$ cat src/rtl/cmp_seq_if.sv
//------------------------------------------------------------------------------
// cmp_seq_if : operand-in / flags-out handshake bundle for cmp_seq
// Rev 1.0
//------------------------------------------------------------------------------
`default_nettype none

interface cmp_seq_if #(
  parameter int NBYTES = 4
);
  logic                  in_valid;
  logic                  in_ready;
  logic [8*NBYTES-1:0]   a;
  logic [8*NBYTES-1:0]   b;
  logic                  out_valid;
  logic                  out_ready;
  logic                  fo_big;
  logic                  fo_equal;
  logic                  fo_small;
  logic                  busy;

  modport master (
    output in_valid, a, b, out_ready,
    input  in_ready, out_valid, fo_big, fo_equal, fo_small, busy
  );

  modport slave (
    input  in_valid, a, b, out_ready,
    output in_ready, out_valid, fo_big, fo_equal, fo_small, busy
  );
endinterface

`default_nettype wire

$ cat src/rtl/cmp_seq.sv
//------------------------------------------------------------------------------
// cmp_seq : byte-serial wide unsigned compare, MSB first, early exit
// Rev 1.0
//------------------------------------------------------------------------------
`default_nettype none

module cmp8 (
  input  logic [7:0] a_i,
  input  logic [7:0] b_i,
  input  logic       gt_i,
  input  logic       eq_i,
  input  logic       lt_i,
  output logic       gt_o,
  output logic       eq_o,
  output logic       lt_o
);
  // Lower byte only matters while all higher bytes were equal.
  always_comb begin
    gt_o = gt_i | (eq_i & (a_i > b_i));
    eq_o = eq_i & (a_i == b_i);
    lt_o = lt_i | (eq_i & (a_i < b_i));
  end
endmodule

module cmp_seq #(
  parameter int NBYTES = 4
) (
  input  logic      sys_clk,
  input  logic      sys_rst_n,
  input  logic      clr,
  cmp_seq_if.slave  bus
);
  localparam int W    = 8 * NBYTES;
  localparam int IDXW = (NBYTES > 1) ? $clog2(NBYTES) : 1;

  typedef enum logic [1:0] {
    IDLE = 2'd0,
    CMP  = 2'd1,
    DONE = 2'd2
  } state_t;

  state_t            state_q, state_d;
  logic [W-1:0]      a_q, a_d;
  logic [W-1:0]      b_q, b_d;
  logic [IDXW-1:0]   idx_q, idx_d;
  logic              run_gt_q, run_gt_d;
  logic              run_eq_q, run_eq_d;
  logic              run_lt_q, run_lt_d;
  logic              fo_big_q, fo_big_d;
  logic              fo_equal_q, fo_equal_d;
  logic              fo_small_q, fo_small_d;

  logic [W-1:0]      w_a_shift;
  logic [W-1:0]      w_b_shift;
  logic [7:0]        w_a_byte;
  logic [7:0]        w_b_byte;
  logic              w_gt;
  logic              w_eq;
  logic              w_lt;

  assign w_a_shift = a_q >> {idx_q, 3'b000};
  assign w_b_shift = b_q >> {idx_q, 3'b000};
  assign w_a_byte  = w_a_shift[7:0];
  assign w_b_byte  = w_b_shift[7:0];

  cmp8 u_cmp8 (
    .a_i  (w_a_byte),
    .b_i  (w_b_byte),
    .gt_i (run_gt_q),
    .eq_i (run_eq_q),
    .lt_i (run_lt_q),
    .gt_o (w_gt),
    .eq_o (w_eq),
    .lt_o (w_lt)
  );

  always_comb begin
    state_d    = state_q;
    a_d        = a_q;
    b_d        = b_q;
    idx_d      = idx_q;
    run_gt_d   = run_gt_q;
    run_eq_d   = run_eq_q;
    run_lt_d   = run_lt_q;
    fo_big_d   = fo_big_q;
    fo_equal_d = fo_equal_q;
    fo_small_d = fo_small_q;

    // Abort wins over accept and completion; published flags are untouched.
    if (clr) begin
      state_d = IDLE;
    end else begin
      case (state_q)
        IDLE: begin
          if (bus.in_valid) begin
            a_d      = bus.a;
            b_d      = bus.b;
            idx_d    = IDXW'(NBYTES - 1);
            run_gt_d = 1'b0;
            run_eq_d = 1'b1;
            run_lt_d = 1'b0;
            state_d  = CMP;
          end
        end
        CMP: begin
          run_gt_d = w_gt;
          run_eq_d = w_eq;
          run_lt_d = w_lt;
          if (w_eq && (idx_q != '0)) begin
            idx_d = idx_q - IDXW'(1);
          end else begin
            fo_big_d   = w_gt;
            fo_equal_d = w_eq;
            fo_small_d = w_lt;
            state_d    = DONE;
          end
        end
        DONE: begin
          if (bus.out_ready) begin
            state_d = IDLE;
          end
        end
        default: state_d = IDLE;
      endcase
    end
  end

  always_ff @(posedge sys_clk or negedge sys_rst_n) begin
    if (!sys_rst_n) begin
      state_q    <= IDLE;
      a_q        <= '0;
      b_q        <= '0;
      idx_q      <= '0;
      run_gt_q   <= 1'b0;
      run_eq_q   <= 1'b1;
      run_lt_q   <= 1'b0;
      fo_big_q   <= 1'b0;
      fo_equal_q <= 1'b0;
      fo_small_q <= 1'b0;
    end else begin
      state_q    <= state_d;
      a_q        <= a_d;
      b_q        <= b_d;
      idx_q      <= idx_d;
      run_gt_q   <= run_gt_d;
      run_eq_q   <= run_eq_d;
      run_lt_q   <= run_lt_d;
      fo_big_q   <= fo_big_d;
      fo_equal_q <= fo_equal_d;
      fo_small_q <= fo_small_d;
    end
  end

  assign bus.in_ready  = (state_q == IDLE) && !clr;
  assign bus.out_valid = (state_q == DONE);
  assign bus.busy      = (state_q != IDLE);
  assign bus.fo_big    = fo_big_q;
  assign bus.fo_equal  = fo_equal_q;
  assign bus.fo_small  = fo_small_q;
endmodule

`default_nettype wire

$ cat src/flat_wrapper.sv
// flat-port wrapper written by rule: the top's interface ports become plain ports
module cmp_seq_flat 
#(
  parameter int NBYTES = 4
)
  (sys_clk, sys_rst_n, clr, bus_in_valid, bus_a, bus_b, bus_out_ready, bus_in_ready, bus_out_valid, bus_fo_big, bus_fo_equal, bus_fo_small, bus_busy);
  cmp_seq_if #(.NBYTES(NBYTES)) bus_i ();
  input  logic sys_clk;
  input  logic sys_rst_n;
  input  logic clr;
  input wire logic [$bits(bus_i.in_valid)-1:0] bus_in_valid;
  input wire logic [$bits(bus_i.a)-1:0] bus_a;
  input wire logic [$bits(bus_i.b)-1:0] bus_b;
  input wire logic [$bits(bus_i.out_ready)-1:0] bus_out_ready;
  output wire logic [$bits(bus_i.in_ready)-1:0] bus_in_ready;
  output wire logic [$bits(bus_i.out_valid)-1:0] bus_out_valid;
  output wire logic [$bits(bus_i.fo_big)-1:0] bus_fo_big;
  output wire logic [$bits(bus_i.fo_equal)-1:0] bus_fo_equal;
  output wire logic [$bits(bus_i.fo_small)-1:0] bus_fo_small;
  output wire logic [$bits(bus_i.busy)-1:0] bus_busy;
  assign bus_i.in_valid = bus_in_valid;
  assign bus_i.a = bus_a;
  assign bus_i.b = bus_b;
  assign bus_i.out_ready = bus_out_ready;
  assign bus_in_ready = bus_i.in_ready;
  assign bus_out_valid = bus_i.out_valid;
  assign bus_fo_big = bus_i.fo_big;
  assign bus_fo_equal = bus_i.fo_equal;
  assign bus_fo_small = bus_i.fo_small;
  assign bus_busy = bus_i.busy;
  cmp_seq #(.NBYTES(NBYTES)) u_core (.sys_clk(sys_clk), .sys_rst_n(sys_rst_n), .clr(clr), .bus(bus_i));
endmodule
$ cat config.mk
export PLATFORM = sky130hd
export DESIGN_NAME = cmp_seq_flat
export DESIGN_NICKNAME = d
export VERILOG_FILES = /design/src/rtl/cmp_seq_if.sv /design/src/rtl/cmp_seq.sv /design/src/flat_wrapper.sv
export SDC_FILE = /design/constraint.sdc
export NUM_CORES = 1
export LEC_CHECK = 0
export BUFFER_PORTS_ARGS = -buffer_cell sky130_fd_sc_hd__buf_2
export CORE_ASPECT_RATIO = 0.8
export CORE_UTILIZATION = 54
export DETAILED_ROUTE_END_ITERATION = 8
export PLACE_DENSITY_LB_ADDON = 0.1
export SKIP_CTS_REPAIR_TIMING = 1
export SLEW_MARGIN = 20
export SYNTH_ARGS = -nofsm -noshare
export SYNTH_HDL_FRONTEND = slang
export SYNTH_SLANG_ARGS = --single-unit
$ cat constraint.sdc
create_clock -name sys_clk -period 3.4 [get_ports sys_clk]
set_input_delay 0.17 -clock sys_clk [delete_from_list [all_inputs] [get_ports sys_clk]]
set_output_delay 0.17 -clock sys_clk [all_outputs]
set_load 0.02 [all_outputs]
* Word-level counts from Yosys, hierarchy flattened
Cells that the tools add are included.
** Storage, ports and cells
- Register bits :: 74
- Bits of input ports :: 69
- Word-level logic and storage cells :: 55
- Output and inout bits :: 6
** Cells by class
- Shifts and indexed selects :: 2
- Bitwise gates (word level) :: 7
- Equal/unequal tests :: 8
- $add $sub $neg :: 1
- Reduce and logical (&&, ||, !) cells :: 12
- Mux-type cells :: 13
- $lt $le $gt $ge :: 2
** Operators by type and width (number)
- $shr 32x5->8 :: 2
- $mux 2 :: 6
- $reduce_and 3->1 :: 4
- $ne 3x3->1 const B :: 3
- $eq 8x8->1 :: 1
- $gt 8x8->1 :: 1
- $lt 8x8->1 :: 1
- $pmux 1 s2 :: 3
- $pmux 2 s3 :: 1
- $reduce_bool 2->1 :: 3
- $pmux 2 s2 :: 1
- $reduce_and 4->1 :: 1
- $and 1x1->1 :: 3
- $eq 2x1->1 const B :: 1
- $eq 2x2->1 const B :: 1
- $logic_and 1x1->1 :: 2
- $logic_not 2->1 :: 1
- $mux 1 :: 2
- $ne 2x1->1 const B :: 1
- $ne 2x2->1 const B :: 1
- $not 1->1 :: 2
- $or 1x1->1 :: 2
- $sub 2x1->2 const B :: 1
- $logic_not 1->1 :: 1

* Depth between registers and ports, before layout
Gate-level depths: netlist of run 1.
- Depth after elaboration :: 7
- Gate-level depth with buffers :: 10
- Mapped depth without buffers :: 8

* By module
From an unflattened synthesis of run 1, not the netlist that was laid out.
** Second synthesis, totals
- Cell total of the unflattened synthesis :: 231
- Area total of the unflattened synthesis :: 3453.3 um2
** Modules (own cells, without submodules)
- cmp_seq :: times used 1, area each 3228.1 um2, seq. area each 1853.0 um2, cells an instance 198
- cmp8 :: times used 1, area each 225.2 um2, seq. area each 0.0 um2, cells an instance 33

* Worst setup path before layout of run 1
Ideal clock, no wire load.
- Kind :: reg-to-reg
- Start :: register u_core.idx_q[0]
- End :: register u_core.idx_q[0]
- Data arrival time :: 2352 ps
- Period minus slack after synthesis :: 2477 ps
- Stages on the path, launching flop included :: 10
- Path buffers :: 3
- Library setup time :: 125 ps
- Required time :: 3275 ps
- Setup slack :: 923 ps
- Path through :: dfrtp_1 -> buf_2 -> buf_4 -> mux4_2 -> ha_1 -> and4_1 -> buf_2 -> nand4_1 -> nand2_1 -> mux2_2
** On the way
- Word-level cells in the longest chain between the ends :: 6
- Elaborated cells between the ends (all ways) :: 11
- Classes of those cells :: add/sub: 1; eq/ne: 2; shift: 2; mux: 2; bitwise: 1; reduce/logical: 3
** Ends and longest elaborated chain
- start, declared :: RTL line cmp_seq.sv:45 : logic [IDXW-1:0] idx_q, idx_d;
- start signal, assigned :: RTL line cmp_seq.sv:144 : idx_q <= idx_d;
- $shr 32x5->8 (on tied branches) :: RTL line cmp_seq.sv:61, cmp_seq.sv:62
- $eq 8x8->1 :: RTL line cmp_seq.sv:20 : eq_o = eq_i & (a_i == b_i);
- $and 1x1->1 :: RTL line cmp_seq.sv:20
- $logic_and 1x1->1 :: RTL line cmp_seq.sv:109 : if (w_eq && (idx_q != '0)) begin
- $ne 2x1->1 (no source line)
- $reduce_and 4->1 (no source line)
Several ways; a longest one is shown, not always the timed one. The select of a mux whose other input is x is not followed.
A chain may end at the register's enable or synchronous reset.

* Worst setup path in the final report of run 1
- Start :: register u_core.idx_q[1]
- End :: register u_core.fo_big_q (netlist: u_core.bus.fo_big)
** On the way
- Word-level cells in the longest chain between the ends :: 6
- Elaborated cells between the ends (all ways) :: 11
- Classes of those cells :: order compare: 1; eq/ne: 1; shift: 2; bitwise: 4; reduce/logical: 3
** Ends and longest elaborated chain
- branches (longest 6 deep; another with $gt 8x8->1)
- end signal, assigned :: RTL line cmp_seq.sv:148 : fo_big_q <= fo_big_d;
- end, declared :: RTL line cmp_seq.sv:49 : logic fo_big_q, fo_big_d;
Parallel ways; which one is timed is not known.

==> results by group, run 1 <==
Synthesis
  • Post-synth top area share: 52.2%
  • Synth area leader: dfrtp_1
  • Post-synthesis adder-cell area fraction: 3.22%
  • Synth Area in Compound Gates: 2.89%
  • #FFs+latches synth: 74
  • Number of flops mapped to enable cells by yosys: 0
  • Async SR Flop Fraction: 100%
  • Post-Synth XOR/XNOR Area: 0%
  • Mux contribution to synthesized area: 10.9%
  • Mapped Nets: 446
  • Unique cell type count in the Yosys netlist: 31
  • Top post-synthesis cells by area: dfrtp_1, nand2_1, mux4_2
  • Prevailing post-synth register cell: dfrtp_1
  • Synth Cell Area: 3500 sq um
  • Synth Warn #: 0
  • Register area share after synthesis: 52.9%
  • Simple-Gate Fraction of Synth Area: 24.6%
  • Cells after Synth: 368
  • Synth Area per Inst: 9.52 sq um
  • Largest family of logic cells by synthesized area: simple AND/OR/NAND/NOR gates

Timing
  • Unrepaired setup endpoints after global routing: false
  • Setup TNS: 0 ps
  • Period Utilization, post-route: 75.3%
  • Final hold violations: 73
  • Max Fclk: 0.391 GHz
  • Final hold slack: -43.8 ps
  • Final min period: 2560 ps
  • Least-Margin Pin Slew: 906 ps
  • Clk_skew: 7.81 ps
  • Setup slack after layout: 840 ps
  • Final setup viols: 0
  • Slew Limit Fails: 0
  • Slew margin rel.: 39.6%

Global routing
  • Vias in the first global route: 2556
  • Initial antenna violation count: 0
  • First-pass GRT wire length: 12.1 mm
  • Overall Global Routing Usage: 23.6%
  • Largest net degree at the start of global routing: 75
  • Overflow after GRT: 0

Cells and area
  • Layout Cells excl Fill: 527
  • Fillers: 522
  • Layout Nets: 520
  • Area Overhead vs Synth: 18.0%
  • Design area: 4130 sq um
  • Share of layout cells above drive strength 1: 25.6%
  • N_diodes: 0

Drt
  • Final wirelength: 7.17 mm
  • Starting DRT DRC Count: 184
  • Routed WL per cell: 13.6 microns
  • Vias per cell: 5.07
  • Residual DRC: 0
  • ANT nets after route: 0
  • First-pass DRT Iterations: 4
  • Via Count: 2671

Power
  • Worst vdd ir: 359 uV
  • Leakage: 2.26 nW
  • Pwr Density: 575 nW/um^2

Placed design
  • Inst Count DP: 506
  • Post-detail-place hpwl: 4.98 mm
  • Placed cell area: 3860 sq um
  • Pre-CTS WS: 858 ps
  • Port bufs: 74
  • GPL Wtd Cong: 0.810

Floorplan
  • Die footprint: 6810 sq um
  • Starting density of the core: 57.7%
  • Total core area: 6070 sq um
  • I/O pins: 75
  • Chip width: 92.0 microns
  • Die Y: 74.0 microns
  • Row cnt: 25

Clock network
  • Clock net sink count: 74
  • Num CTS Buffers: 9
  • Clock Latency Late Sink: 350 ps
  • H-tree depth: 3
  • Clock transition at path regs: 80 ps
  • Clk root buf: clkbuf_8
  • CTS tree: done
  • CTS Buffer Depth: 2

Worst setup path
  • RR Endpoint: u_core.bus.fo_big
  • Req. time, crit path: 3620 ps
  • Setup CP Type: flop to flop
  • CP Capture Type: flop
  • Worst r2r path cells: 6
  • Worst EP arrival: 2780 ps
  • Worst R2R Start: u_core.idx_q[1]
  • FF-to-FF setup slack: 840 ps
  • Maximum fanout along the worst path: 17
  • Nature of the critical path startpoint: flop

Outcome
  • Failing checks: hold timing
  • Status: finished, violations left

Worst hold path
  • Hold Path Class: input pin to asynchronous set/reset pin

Job
  • Max Cap Violations: 0
==> where the power goes <==
group | switching (mW) | internal (mW) | total [mW]
combinational | 0.260 | 0.227 | 0.487
sequential | 0.0986 | 1.05 | 1.15
clock | 0.315 | 0.428 | 0.743
total | 0.673 | 1.70 | 2.38
==> kinds of logic (layout without fill, tap and decap cells) <==
group           after synthesis  count (layout)
simple gates                218             218
flops                        74              74
buf+inv                      33             111
mux                          18              18
compound gates               16              16
fa+ha+maj                     9               9
==> per-layer routing <==
| metal | share of wire, % | up-vias | global-route usage [%] |
|---|---|---|---|
| li1 | - | 1324 | - |
| met1 | 47 | 1274 | 33.2 |
| met2 | 47 | 69 | 36.2 |
| met3 | 4.8 | 4 | 7.77 |
| met4 | 0.50 | 0 | 5.73 |
| met5 | 0 | - | 0 |
==> layout by cell type (no fill, tap or decap), types with 2 or more instances in the layout <==
cell,n
o21ai_0,2
nand2_1,202
o41ai_1,2
a21oi_1,8
nand3_1,2
buf_4,3
clkinv_2,2
and4_1,2
bufinv_16,2
buf_2,73
inv_1,14
mux4_2,16
ha_1,9
nor2_1,3
dlygate4sd3_1,6
dfrtp_1,73
clkbuf_8,10
==> stage by stage <==
step | hold slack, ps | total power, mW | util [%]
global route | 1.62 | 2.52 | 68.1
detailed placement | 356 | 1.65 | 63.5
floorplan | -126 | 1.48 | -
CTS | -18.2 | 2.39 | 67.1
global placement | 359 | 1.62 | 63.5
finish | -43.8 | 2.38 | 68.1
==> registers in the layout, summed over array words and instances (netlist names) <==
register,flops
u_core.a_q,32
u_core.b_q,32
u_core.idx_q,2
u_core.state_q,2
u_core.bus.fo_big,1
u_core.bus.fo_equal,1
u_core.bus.fo_small,1
u_core.run_eq_q,1
u_core.run_gt_q,1
u_core.run_lt_q,1
==> how the worst max path moves through the flow <==
stage,from,to,slack (ps)
2_1_floorplan,u_core.idx_q[0],u_core.idx_q[0],920
3_3_place_gp,u_core.idx_q[1],u_core.bus.fo_big,960
3_5_place_dp,u_core.idx_q[1],u_core.bus.fo_big,860
4_1_cts,u_core.idx_q[1],u_core.bus.fo_big,840
5_1_grt,u_core.idx_q[1],u_core.bus.fo_big,740
6_report,u_core.idx_q[1],u_core.bus.fo_big,840
==> critical path: stages, from the launching register on <==
cell     delay [ps]
dfrtp_1         810
mux4_2          430
ha_1            320
and4_1          320
nand2_1         100
a32oi_1         330
a21oi_1         110
==> Yosys cell counts (all sizes together) (2+ instances only) <==
cell type and n:
nor2 4, mux4 16, o21ai 2, clkbuf 3
inv 14, nand2 203, nand3 2, dfrtp 73
ha 9, o41ai 2, a21oi 8, and4 2
buf 16
==> layout make-up <==
cell class                 instances  area (sq um)  share of cell area [%]
sequential                        74          1850                    44.8
multi-input combinational        261          1460                    35.4
timing repair buffer              82           448                    10.8
clock buffer                      10           138                    3.33
tap                               81           101                    2.45
clock inverter                     5          78.8                    1.91
inverter                          14          52.6                    1.27
(Power assumes the default switching activity.)
==> run 2: changes to the inputs <==
--- a/config.mk
+++ b/config.mk
@@ -7,7 +7,7 @@
 export LEC_CHECK = 0
 export BUFFER_PORTS_ARGS = -buffer_cell sky130_fd_sc_hd__buf_2
 export CORE_ASPECT_RATIO = 0.8
-export CORE_UTILIZATION = 54
+export CORE_UTILIZATION = 49
 export DETAILED_ROUTE_END_ITERATION = 8
 export PLACE_DENSITY_LB_ADDON = 0.1
 export SKIP_CTS_REPAIR_TIMING = 1
==> constraint.sdc (replaced) <==
create_clock -name sys_clk -period 2.1 [get_ports sys_clk]
set_input_delay 0.105 -clock sys_clk [delete_from_list [all_inputs] [get_ports sys_clk]]
set_output_delay 0.105 -clock sys_clk [all_outputs]
set_load 0.02 [all_outputs]
==> run 2 against run 1 <==
  * The flow finishes with violations (hold timing, setup timing)
  * Largest power group unchanged
  * Largest cell class unchanged
  * Flip-flop and latch count did not move
  * Clock power rose by 56%
  * Combinational power rose by 98%
  * Worst setup slack got worse by 1100 ps
  * Power rose by 68%
  * Utilization rose by 4.0 points
  * Via count rose by 11%
  * Critical path depth rose by 2
  * First-iteration DRC count fell by 38%
  * Critical endpoint is now u_core.run_gt_q
  * Die area rose by 10%
  * Fmax rose by 9.2%
==> results by group, run 2 (synthesis results as in run 1) <==
Outcome
  • Status: finished, violations left
  • Failing checks: hold timing, setup timing

Timing
  • Clk_skew: 9.57 ps
  • Slew Limit Fails: 0
  • Unrepaired setup endpoints after global routing: true
  • Max Fclk: 0.427 GHz
  • Period Utilization, post-route: 112%
  • Least-Margin Pin Slew: 586 ps
  • Slew margin rel.: 60.7%
  • Final hold slack: -17.9 ps
  • Final hold violations: 1
  • Final setup viols: 7
  • Setup TNS: -1150 ps
  • Setup slack after layout: -244 ps
  • Final min period: 2340 ps

Power
  • Switch Pwr: 1.17 mW
  • Pwr Density: 801 nW/um^2
  • Leakage: 2.59 nW
  • Combinational Power Share: 24.2%
  • Worst vdd ir: 480 uV
  • Reg power frac: 46.6%
  • Internal power: 2.81 mW
  • Overall Power: 3.98 mW
  • Sw Share: 29.3%
  • Clock Power Share: 29.2%

Cells and area
  • Top Registers: u_core.a_q: 32 flops, u_core.b_q: 32 flops
  • Share of layout cells above drive strength 1: 26.8%
  • Area Overhead vs Synth: 41.9%
  • Layout Nets: 588
  • Commonest non-fill, non-tap cell in the layout: nand2_1
  • Commonest non-fill, non-tap cells in the layout: nand2_1, buf_2, dfrtp_1
  • Core Util, Final: 72.1%
  • Design area: 4970 sq um
  • N_diodes: 0

Global routing
  • Overall Global Routing Usage: 21.3%
  • Largest net degree at the start of global routing: 41
  • Initial antenna violation count: 0
  • Vias in the first global route: 2543
  • First-pass GRT wire length: 11.8 mm
  • Overflow after GRT: 0

Floorplan
  • Die Y: 77.6 microns
  • Starting density of the core: 50.8%
  • Die footprint: 7490 sq um
  • I/O pins: 75
  • Chip width: 96.5 microns
  • Total core area: 6890 sq um
  • Row cnt: 27

Drt
  • ANT nets after route: 0
  • Vias per cell: 4.93
  • Starting DRT DRC Count: 114
  • Final wirelength: 7.99 mm
  • First-pass DRT Iterations: 6
  • Residual DRC: 0
  • Routed WL per cell: 13.3 microns
  • Via Count: 2970

Worst setup path
  • Maximum fanout along the worst path: 6
  • Slowest cell on the critical path: mux4_2
  • Number of buffers and inverters on the critical path: 1
  • Req. time, crit path: 2340 ps
  • Worst EP arrival: 2590 ps
  • CP top delay family: multiplexers
  • Nature of the critical path startpoint: flop
  • CP Capture Type: flop
  • CP max stage delay: 520 ps
  • Crit path cell chain: clkbuf_16, mux4_2, ha_1, and4_4, nand2_1, nor2_1, a32oi_2, o41ai_1
  • Setup CP Type: flop to flop

Placed design
  • Post-detail-place hpwl: 5.10 mm
  • Placed cell area: 3990 sq um
  • GPL Wtd Cong: 0.779
  • Port bufs: 74

Clock network
  • Clk root buf: clkbuf_8
  • CTS tree: done
  • Clock net sink count: 74
  • Clock Latency Late Sink: 350 ps
  • Clock transition at path regs: 80 ps
  • Num CTS Buffers: 9
  • CTS Buffer Depth: 2
  • H-tree depth: 3

Job
  • Max Cap Violations: 0

Worst hold path
  • Hold Path Class: input pin to flop
-- run 2: metal layers --
metal | global-route usage (%) | vias to the layer above | wire, microns
met1 | 29.9 | 1428 | 3610
met2 | 32.0 | 76 | 3890
li1 | - | 1458 | -
met4 | 6.18 | 0 | 76
met3 | 6.47 | 8 | 410
met5 | 0 | - | 0
-- run 2: worst paths after layout --
kind	slack [ps]	startpoint	to	depth (start not counted)
worst max-delay path	-240	u_core.idx_q[0]	u_core.run_gt_q	8
worst min-delay path	-20	bus_a[0]	u_core.a_q[0]	3
worst max register to register	-240	u_core.idx_q[0]	u_core.run_gt_q	8
worst min register to register	470	u_core.a_q[30]	u_core.a_q[30]	2
max in group asynchronous	1240	sys_rst_n	u_core.run_eq_q	3
min in group asynchronous	240	sys_rst_n	u_core.a_q[12]	2
-- run 2: worst reg2reg max path, cell delays in order (launching register included) --
cell       delay, ps
dfrtp_2          450
clkbuf_16        180
mux4_2           520
ha_1             300
and4_4           250
nand2_1           60
nor2_1           120
a32oi_2           90
o41ai_1          260
-- run 2: cell type report --
| class | count | area (sq um) |
|---|---|---|
| inverter | 14 | 52.6 |
| timing repair buffer | 150 | 1180 |
| clock inverter | 5 | 61.3 |
| fill | 553 | 1920 |
| clock buffer | 11 | 151 |
| sequential | 74 | 1850 |
| multi-input combinational | 261 | 1560 |
| tap | 87 | 109 |
-- run 2: per-stage QoR --
step / std cells / setup slack, ps
finish: 602 / -244
CTS: 534 / -277
global placement: 518 / -245
floorplan: 368 / -152
detailed placement: 518 / -262
global route: 602 / -310
-- run 2: power by group through the flow --
| stage | Clock, mW | Combinational, mW | Sequential [mW] |
|---|---|---|---|
| floorplan | 0 | 0.590 | 1.84 |
| global placement | 0 | 0.797 | 1.87 |
| detailed placement | 0 | 0.825 | 1.87 |
| CTS | 1.19 | 0.828 | 1.85 |
| global route | 1.25 | 1.10 | 1.88 |
| finish | 1.16 | 0.962 | 1.86 |
==> run 3: changes to the inputs <==
--- a/config.mk
+++ b/config.mk
@@ -7,7 +7,8 @@
 export LEC_CHECK = 0
 export BUFFER_PORTS_ARGS = -buffer_cell sky130_fd_sc_hd__buf_2
 export CORE_ASPECT_RATIO = 0.8
-export CORE_UTILIZATION = 49
+export CORE_UTILIZATION = 45
+export CTS_BUF_LIST = sky130_fd_sc_hd__clkbuf_2 sky130_fd_sc_hd__clkbuf_4 sky130_fd_sc_hd__clkbuf_8
 export DETAILED_ROUTE_END_ITERATION = 8
 export PLACE_DENSITY_LB_ADDON = 0.1
 export SKIP_CTS_REPAIR_TIMING = 1
==> run 3 against run 2 <==
  * The run ends with setup timing left
  * Via count is essentially flat
  * Power grew 0.50%
  * Worst setup slack worse by 41 ps
  * Flip-flop and latch count stayed put
  * Design area grew 2.2%
  * Fmax down 1.7%
  * Register-to-register slack got worse by 40 ps
==> results by group, run 3 (synthesis results as in run 1) <==
Floorplan
  • Total core area: 7460 sq um
  • Die Y: 80.9 microns
  • Row cnt: 28
  • Chip width: 101 microns
  • Starting density of the core: 46.9%
  • I/O pins: 75
  • Die footprint: 8140 sq um

Power
  • Internal power: 2.81 mW
  • Leakage: 2.63 nW
  • Pwr Density: 787 nW/um^2
  • Worst vdd ir: 469 uV
  • Combinational Power Share: 26.7%
  • Clock Power Share: 26.9%
  • Sw Share: 29.9%
  • Switch Pwr: 1.19 mW
  • Reg power frac: 46.4%

Clock network
  • CTS tree: done
  • Clock net sink count: 74
  • Clock transition at path regs: 80 ps
  • Clk root buf: clkbuf_8
  • Num CTS Buffers: 9
  • Clock Latency Late Sink: 340 ps
  • H-tree depth: 3
  • CTS Buffer Depth: 2

Outcome
  • Status: finished, violations left
  • Failing checks: setup timing

Placed design
  • Placed cell area: 4040 sq um
  • Port bufs: 74
  • GPL Wtd Cong: 0.832
  • Pre-CTS WS: -276 ps
  • Post-detail-place hpwl: 5.37 mm

Worst setup path
  • Req. time, crit path: 2330 ps
  • Nature of the critical path startpoint: flop
  • Worst EP arrival: 2620 ps
  • CP Capture Type: flop
  • Setup CP Type: flop to flop
  • Maximum fanout along the worst path: 7

Timing
  • Clk_skew: 7.86 ps
  • Final hold slack: 47.6 ps
  • Unrepaired setup endpoints after global routing: true
  • Setup slack after layout: -285 ps
  • Final min period: 2380 ps
  • Final setup viols: 9
  • Max Fclk: 0.419 GHz
  • Period Utilization, post-route: 114%
  • Slew Limit Fails: 0
  • Least-Margin Pin Slew: 531 ps
  • Final hold violations: 0
  • Slew margin rel.: 64.6%

Global routing
  • Overflow after GRT: 0
  • Largest net degree at the start of global routing: 42
  • First-pass GRT wire length: 12.5 mm
  • Initial antenna violation count: 0
  • Vias in the first global route: 2601
  • Overall Global Routing Usage: 20.4%

Cells and area
  • Commonest non-fill, non-tap cells in the layout: nand2_1, buf_2, dfrtp_1
  • Area Overhead vs Synth: 45.1%
  • N_diodes: 0
  • Layout Nets: 597
  • Share of layout cells above drive strength 1: 29.2%
  • Top Registers: u_core.a_q: 32 flops, u_core.b_q: 32 flops
  • Commonest non-fill, non-tap cell in the layout: nand2_1
  • Design area: 5080 sq um

Drt
  • ANT nets after route: 0
  • Routed WL per cell: 13.3 microns
  • Residual DRC: 0
  • Via Count: 2972
  • Vias per cell: 4.72
  • Final wirelength: 8.39 mm
  • Starting DRT DRC Count: 103
  • First-pass DRT Iterations: 4

Worst hold path
  • Hold Path Class: input pin to flop

Job
  • Max Cap Violations: 0
## run 3: cell count changes in the layout (fill, tap and decap cells not counted), moves of 2 or more
cell,delta
buf_4,+6
buf_6,+3
clkbuf_8,-2
clkinv_2,+3
clkinv_4,+2
clkinvlp_4,-2
ha_1,-2
ha_4,+2
inv_1,-2
inv_2,+2
nand2_2,+2
## run 3: metal layers
metal	global-route usage (%)	vias up	share of wire, %
met5	0	-	0
met4	5.65	0	0.92
met3	5.51	4	3.0
met2	32.5	51	50
met1	27.8	1437	46
li1	-	1480	-
## run 3: final timing paths
check	from	to	slack (ps)	cells past startpoint
max	u_core.idx_q[0]	u_core.bus.fo_small	-280	10
min	clr	u_core.run_gt_q	50	2
max reg2reg	u_core.idx_q[0]	u_core.bus.fo_small	-280	10
min reg2reg	u_core.b_q[3]	u_core.b_q[3]	480	2
max in group asynchronous	sys_rst_n	u_core.run_eq_q	1120	3
min in group asynchronous	sys_rst_n	u_core.b_q[30]	280	2
## run 3: cell type report
| type | instances | area [sq um] |
|---|---|---|
| Inverter | 14 | 52.6 |
| Sequential cell | 74 | 1850 |
| Multi-Input combinational cell | 261 | 1610 |
| Fill cell | 599 | 2380 |
| Clock inverter | 7 | 70.1 |
| Timing Repair Buffer | 159 | 1240 |
| Clock buffer | 9 | 124 |
| Tap cell | 105 | 131 |
## run 3: metrics by stage
step	instances	power, mW	setup TNS [ps]	utilization [%]
after floorplan	368	2.43	-701	-
after global placement	539	2.69	-926	54.1
after detailed placement	539	2.72	-1390	54.1
after CTS	555	3.80	-1410	56.7
after global routing	629	4.26	-2560	68.1
final	629	4.00	-1740	68.1
## run 3: worst max-delay path, cell delays in order (launching register included)
cell and delay, ps:
dfrtp_2 450, buf_12 160, buf_6 100, mux4_2 490
inv_2 90, ha_4 200, and4_4 190, buf_4 150
nand3_4 80, nand2_2 80, o31a_1 320
## run 3: power by group through the flow
stage          Clock (mW)  Sequential [mW]  Combinational (mW)
6_report             1.07             1.86                1.07
5_1_grt              1.17             1.89                1.20
4_1_cts              1.11             1.85               0.845
3_5_place_dp            0             1.88               0.843
3_3_place_gp            0             1.88               0.807
2_1_floorplan           0             1.84               0.590
